## src/rtl/clk_sel_seq_if.sv

```systemverilog
// ---------------------------------------------------------------------------
// clk_sel_seq_if
//
// Purpose: bundles the request handshake and the clock-mux control outputs of
// clk_sel_seq so the sequencer and its requester share one connection.
//
// Signals:
//   REQ_VALID  requester -> sequencer  switch request present
//   REQ_SEL    requester -> sequencer  requested source index (2 bits)
//   REQ_READY  sequencer -> requester  request can be accepted this cycle
//   S          sequencer -> mux        {S1,S0} select of the 4:1 clock mux
//   GATE_EN    sequencer -> gate       1 = muxed clock passes, 0 = blocked
//   BUSY       sequencer -> requester  high whenever the sequencer is not idle
//   DONE       sequencer -> requester  one-cycle pulse when a switch completes
//
// Modports:
//   master  requester side (drives REQ_VALID/REQ_SEL)
//   slave   sequencer side (clk_sel_seq)
// ---------------------------------------------------------------------------
interface clk_sel_seq_if;
  logic       REQ_VALID;
  logic [1:0] REQ_SEL;
  logic       REQ_READY;
  logic [1:0] S;
  logic       GATE_EN;
  logic       BUSY;
  logic       DONE;

  modport master (
    output REQ_VALID,
    output REQ_SEL,
    input  REQ_READY,
    input  S,
    input  GATE_EN,
    input  BUSY,
    input  DONE
  );

  modport slave (
    input  REQ_VALID,
    input  REQ_SEL,
    output REQ_READY,
    output S,
    output GATE_EN,
    output BUSY,
    output DONE
  );
endinterface

```

## src/rtl/clk_sel_seq.sv

```systemverilog
// ---------------------------------------------------------------------------
// clk_sel_seq
//
// Purpose: glitch-free clock-source switch sequencer. It drives the select of
// a downstream 4:1 clock mux and the enable of the clock gate that follows
// it. A switch first blocks the gate, waits SETTLE cycles, changes the
// select, waits another SETTLE cycles and only then reopens the gate, so the
// select never moves while the muxed clock is visible downstream.
//
// Parameters:
//   SETTLE   settle cycles per phase, 1..15 (0 is treated as 1)
//   SEL_RST  select value applied during and after reset
//
// Ports:
//   CP   clock, all state changes on its rising edge
//   CD   asynchronous active-high reset
//   bus  clk_sel_seq_if.slave: REQ_VALID/REQ_SEL in, REQ_READY/S/GATE_EN/
//        BUSY/DONE out (all outputs come straight from flops)
//
// Build option:
//   CLK_SEL_SEQ_SAME_SKIP_EN  when defined, a request for the source that is
//   already selected completes in one cycle without touching GATE_EN or S.
//   When undefined, such a request runs the full block/switch/unblock
//   sequence like any other.
// ---------------------------------------------------------------------------
module clk_sel_seq #(
  parameter int unsigned SETTLE  = 4,
  parameter logic [1:0]  SEL_RST = 2'b00
) (
  input  logic          CP,
  input  logic          CD,
  clk_sel_seq_if.slave  bus
);

  // Zero would make a phase end before it starts, so it is clamped to one.
  localparam logic [3:0] SETTLE_EFF = (SETTLE == 0) ? 4'd1 : 4'(SETTLE);

  typedef enum logic [1:0] {
    INIT     = 2'd0,
    IDLE     = 2'd1,
    WAIT_OFF = 2'd2,
    WAIT_ON  = 2'd3
  } state_t;

  state_t     state_q;
  logic [3:0] settleCnt_q;
  logic [1:0] selLatched_q;
  logic [1:0] s_q;
  logic       gateEn_q;
  logic       reqReady_q;
  logic       busy_q;
  logic       done_q;

  logic       accept;
  logic       sameSkip;

  assign accept = bus.REQ_VALID && reqReady_q;

  // A same-source request may bypass the gate/select phases only in the
  // skip build; otherwise it is indistinguishable from a real switch.
`ifdef CLK_SEL_SEQ_SAME_SKIP_EN
  assign sameSkip = (bus.REQ_SEL == s_q);
`else
  assign sameSkip = 1'b0;
`endif

  // Sequencer. The settle counter is loaded with SETTLE_EFF on entry to each
  // timed phase and the phase ends on the edge where it reads 1, which makes
  // every phase exactly SETTLE_EFF edges long. It only decrements while it
  // is above 1, so it can never wrap. The skip path enters WAIT_ON with a
  // count of 1 so completion (DONE, REQ_READY) lands on the very next edge
  // with GATE_EN still high and S untouched.
  always_ff @(posedge CP or posedge CD) begin
    if (CD) begin
      state_q      <= INIT;
      settleCnt_q  <= SETTLE_EFF;
      selLatched_q <= SEL_RST;
      s_q          <= SEL_RST;
      gateEn_q     <= 1'b0;
      reqReady_q   <= 1'b0;
      busy_q       <= 1'b1;
      done_q       <= 1'b0;
    end else begin
      done_q <= 1'b0;
      case (state_q)
        INIT: begin
          if (settleCnt_q <= 4'd1) begin
            state_q    <= IDLE;
            gateEn_q   <= 1'b1;
            reqReady_q <= 1'b1;
            busy_q     <= 1'b0;
          end else begin
            settleCnt_q <= settleCnt_q - 4'd1;
          end
        end

        IDLE: begin
          if (accept) begin
            selLatched_q <= bus.REQ_SEL;
            reqReady_q   <= 1'b0;
            busy_q       <= 1'b1;
            if (sameSkip) begin
              state_q     <= WAIT_ON;
              settleCnt_q <= 4'd1;
            end else begin
              state_q     <= WAIT_OFF;
              settleCnt_q <= SETTLE_EFF;
              gateEn_q    <= 1'b0;
            end
          end
        end

        WAIT_OFF: begin
          if (settleCnt_q <= 4'd1) begin
            state_q     <= WAIT_ON;
            settleCnt_q <= SETTLE_EFF;
            s_q         <= selLatched_q;
          end else begin
            settleCnt_q <= settleCnt_q - 4'd1;
          end
        end

        WAIT_ON: begin
          if (settleCnt_q <= 4'd1) begin
            state_q    <= IDLE;
            gateEn_q   <= 1'b1;
            reqReady_q <= 1'b1;
            busy_q     <= 1'b0;
            done_q     <= 1'b1;
          end else begin
            settleCnt_q <= settleCnt_q - 4'd1;
          end
        end

        default: begin
          state_q     <= INIT;
          settleCnt_q <= SETTLE_EFF;
          gateEn_q    <= 1'b0;
          reqReady_q  <= 1'b0;
          busy_q      <= 1'b1;
        end
      endcase
    end
  end

  assign bus.REQ_READY = reqReady_q;
  assign bus.S         = s_q;
  assign bus.GATE_EN   = gateEn_q;
  assign bus.BUSY      = busy_q;
  assign bus.DONE      = done_q;

endmodule

```

## src/flat_wrapper.sv

```systemverilog
// flat-port wrapper written by rule: the top's interface ports become plain ports
module clk_sel_seq_flat 
#(
  parameter int unsigned SETTLE  = 4,
  parameter logic [1:0]  SEL_RST = 2'b00
)
  (CP, CD, bus_REQ_VALID, bus_REQ_SEL, bus_REQ_READY, bus_S, bus_GATE_EN, bus_BUSY, bus_DONE);
  clk_sel_seq_if bus_i ();
  input  logic CP;
  input  logic CD;
  input wire logic [$bits(bus_i.REQ_VALID)-1:0] bus_REQ_VALID;
  input wire logic [$bits(bus_i.REQ_SEL)-1:0] bus_REQ_SEL;
  output wire logic [$bits(bus_i.REQ_READY)-1:0] bus_REQ_READY;
  output wire logic [$bits(bus_i.S)-1:0] bus_S;
  output wire logic [$bits(bus_i.GATE_EN)-1:0] bus_GATE_EN;
  output wire logic [$bits(bus_i.BUSY)-1:0] bus_BUSY;
  output wire logic [$bits(bus_i.DONE)-1:0] bus_DONE;
  assign bus_i.REQ_VALID = bus_REQ_VALID;
  assign bus_i.REQ_SEL = bus_REQ_SEL;
  assign bus_REQ_READY = bus_i.REQ_READY;
  assign bus_S = bus_i.S;
  assign bus_GATE_EN = bus_i.GATE_EN;
  assign bus_BUSY = bus_i.BUSY;
  assign bus_DONE = bus_i.DONE;
  clk_sel_seq #(.SETTLE(SETTLE), .SEL_RST(SEL_RST)) u_core (.CP(CP), .CD(CD), .bus(bus_i));
endmodule
```

## config.mk

```make
export PLATFORM = sky130hd
export DESIGN_NAME = clk_sel_seq_flat
export DESIGN_NICKNAME = d
export VERILOG_FILES = /design/src/rtl/clk_sel_seq_if.sv /design/src/rtl/clk_sel_seq.sv /design/src/flat_wrapper.sv
export SDC_FILE = /design/constraint.sdc
export NUM_CORES = 1
export LEC_CHECK = 0
export ABC_AREA = 1
export CAP_MARGIN = 20
export CELL_PAD_IN_SITES_DETAIL_PLACEMENT = 1
export CELL_PAD_IN_SITES_GLOBAL_PLACEMENT = 2
export CORE_UTILIZATION = 34
export CTS_CLUSTER_SIZE = 12
export DETAILED_ROUTE_END_ITERATION = 16
export DONT_BUFFER_PORTS = 1
export GPL_ROUTABILITY_DRIVEN = 0
export GPL_TIMING_DRIVEN = 0
export MAX_ROUTING_LAYER = met4
export PLACE_DENSITY_LB_ADDON = 0.1
export SETUP_SLACK_MARGIN = 0.05
export SLEW_MARGIN = 20
export SYNTH_ARGS = -nofsm -noshare
export SYNTH_HDL_FRONTEND = slang
export SYNTH_SLANG_ARGS = --single-unit
```

## constraint.sdc

```tcl
create_clock -name CP -period 1.61 [get_ports CP]
set_clock_uncertainty 0.15 [all_clocks]
set_input_delay 0.0805 -clock CP [delete_from_list [all_inputs] [get_ports CP]]
set_output_delay 0.0805 -clock CP [all_outputs]
set_load 0.005 [all_outputs]
```

==> flow_summary.ini <==
[synthesis]
ys_warn_count = 0
netlist_area_um2 = 749.5
synth_top_area_frac = 0.3673
synth_seq_cells = 13
synthTopCellsByArea = dfrtp_1 (37%), nand2_1 (14%), ha_1 (8.3%)
synth_nets = 103
synth_cell_types = 16
syn_area_per_cell_um2 = 8.059
synth_top_area_cell = dfrtp_1
synthCells = 93
seq_area_frac_synth = 0.4374

[detailed_routing]
wl_per_cell_um = 11.71
vias_per_cell = 4.542
remaining_drc_errors = 0
first_iter_violations = 5
firstDrtPassIters = 4
vias = 595
ant_nets = 0
wirelength_um = 1534

[timing]
fmax_ghz = 0.6905
rsz0062_at_grt = false
worst_pin_slew_ns = 0.5111
hold_violations = 0
relSlewSlack = 0.6589
layout_setup_ws_ns = 0.1618
period_minus_slack_ns = 1.448
period_share = 0.8995
setup_tns_ns = 0
finalSetupViolations = 0
final_max_slew_viol_count = 0

[clock_tree]
cts.htree.levels = 1
clockRootBuffer = clkbuf_4
worstSkewPairLatency_ns = 0.27
clkTransAtPathRegs_ns = 0.08
cts.sinks = 13
ctsLongestPathBuffers = 2
cts_made_buffers = 3
cts_tree = built

[die]
floorplan.rows = 16
io_pins = 11
design.die.area_mm2 = 0.002396
die_w_um = 48.95
die_h_um = 48.95
coreArea_mm2 = 0.002022
start_util = 0.3707

[worst_setup_path]
worst-path-max-fanout = 4
timing.setup.critical_path_class = flip-flop to flip-flop
endpoint = u_core.state_q[0]
cp-end-kind = flip-flop
crit_arrival_ns = 1.47
startpoint_type = flip-flop
reg2reg_slack_ns = 0.16
reg2reg_from = u_core.state_q[0]
worstPathRequired_ns = 1.63
reg2reg_to = u_core.state_q[0]
startpoint = u_core.state_q[0]
rr_worst_depth = 8

[placed_design]
dp_cells = 120
port_buffers = 0
dp_hpwl_um = 1193
place_ws_ns = 0.06500

[pwr]
p_leak_nw = 0.4897
peakVddDrop_v = 0.0009691
powerDensity_mw_per_mm2 = 2307

[global_routing]
grt_pass1_vias = 618
grt_use_total = 0.1595
antenna_found_initial = 0
overflow = 0
grt_max_degree = 14
grt_pass1_wl_um = 2746

[min_path]
hp-class = primary input to asynchronous set/reset pin

[layout]
layout-drive-gt1-share = 0.2692
diodes = 0
syn_to_final_growth_pct = 21.37
final_cell_count_no_fill = 131
final_util = 0.4499
fin_nets = 115

[status]
outcome = finished clean

[job]
maxCapViolCount = 0
critical path: stages, from the launching register on:
cell	delay, ns
dfrtp_1	0.42
inv_1	0.11
ha_4	0.22
inv_1	0.08
nand2_2	0.10
nand2_2	0.10
nand2_2	0.06
nand2_1	0.06
nand2_1	0.05
where the power goes:
group | switching (W) | internal (W) | leakage (nW)
sequential | 0.000141 | 0.000509 | 0.158
clock | 0.000106 | 0.0000960 | 0.0150
combinational | 0.000736 | 0.000510 | 0.317
total | 0.000983 | 0.00112 | 0.490
placed cells by master (no fill, tap or decap), types with 2 or more instances in the layout:
cell and n:
buf_4 4, clkbuf_4 3, dfrtp_1 11, dfstp_2 2, dlygate4sd3_1 4, ha_1 4, inv_1 15, inv_2 2
nand2_1 27, nand2_2 6, nand2_4 2, nand3_1 7, nand3_2 2, nor2_1 4, nor2_4 2, o21ai_0 2
o21ai_2 2
cell usage after synthesis:
library cell  instances
nor2_4                2
nand3_1               8
o21ai_0               2
nand2_1              28
buf_4                 1
nand3_2               2
a21oi_2               1
o21ai_1               1
o21ai_2               2
dfstp_2               2
nand2_2               7
inv_2                 1
inv_1                16
nor2_1                4
ha_1                  5
dfrtp_1              11
cells by family (layout without fill, tap and decap cells):
group | Yosys count | count (layout) | synth area share
buffers and inverters | 18 | 29 | 0.09516
flip-flops | 13 | 13 | 0.4374
AO/OA/AOI/OAI | 6 | 6 | 0.05509
AND/OR/NAND/NOR | 51 | 51 | 0.3289
adder cells (fa/ha/maj) | 5 | 5 | 0.08347
through the flow:
| stage | total power [W] | hold slack, ns | cell area, um2 |
|---|---|---|---|
| 5_1_grt | 0.002347 | 0.1950 | 909.6 |
| 2_1_floorplan | 0.001507 | -0.1940 | 749.5 |
| 6_report | 0.002098 | 0.1175 | 909.6 |
| 3_3_place_gp | 0.001699 | -0.1154 | 783.3 |
| 3_5_place_dp | 0.001729 | -0.1190 | 783.3 |
| 4_1_cts | 0.001954 | 0.1288 | 849.6 |
how the worst min path moves through the flow:
stage	start	to	cells past startpoint
after global routing	CD	u_core.bus.S[0]	2
after detailed placement	CD	u_core.settleCnt_q[0]	1
after CTS	CD	u_core.settleCnt_q[0]	2
after global placement	CD	u_core.settleCnt_q[0]	1
final	CD	u_core.settleCnt_q[0]	2
after floorplan	CD	u_core.bus.DONE	1
area by class of cell:
class                   instances  area, um2
inverters                      17      63.81
multi-input cells              62      387.9
fillers                       250       1112
repair buffers                  7      62.56
plain buffers                   1      7.507
clock buffers                   4      26.28
well taps                      27      33.78
flip-flops and latches         13      327.8
per-layer routing:
metal	routed length [um]	track usage	part of all wire	vias up
li1	-	-	-	301
met4	19	0.05882	0.012	0
met5	0	-	0	-
met3	40	0.03738	0.026	4
met1	687	0.1922	0.45	281
met2	787	0.2593	0.51	9
sequential cells by signal (all words and copies together) (netlist names):
name,flops
u_core.bus.BUSY,1
u_core.bus.DONE,1
u_core.bus.REQ_READY,1
u_core.bus.S,2
u_core.selLatched_q,2
u_core.settleCnt_q,4
u_core.state_q,2
repair_timing:
item / CTS / global route
resized for setup: 0 / 7
hold buffers: 4 / 0
hold endpoints to repair: 17 / 0
endpoints found under the setup margin: 0 / 10
setup buffers: 0 / 3
Power figures use the tool's default switching activity.
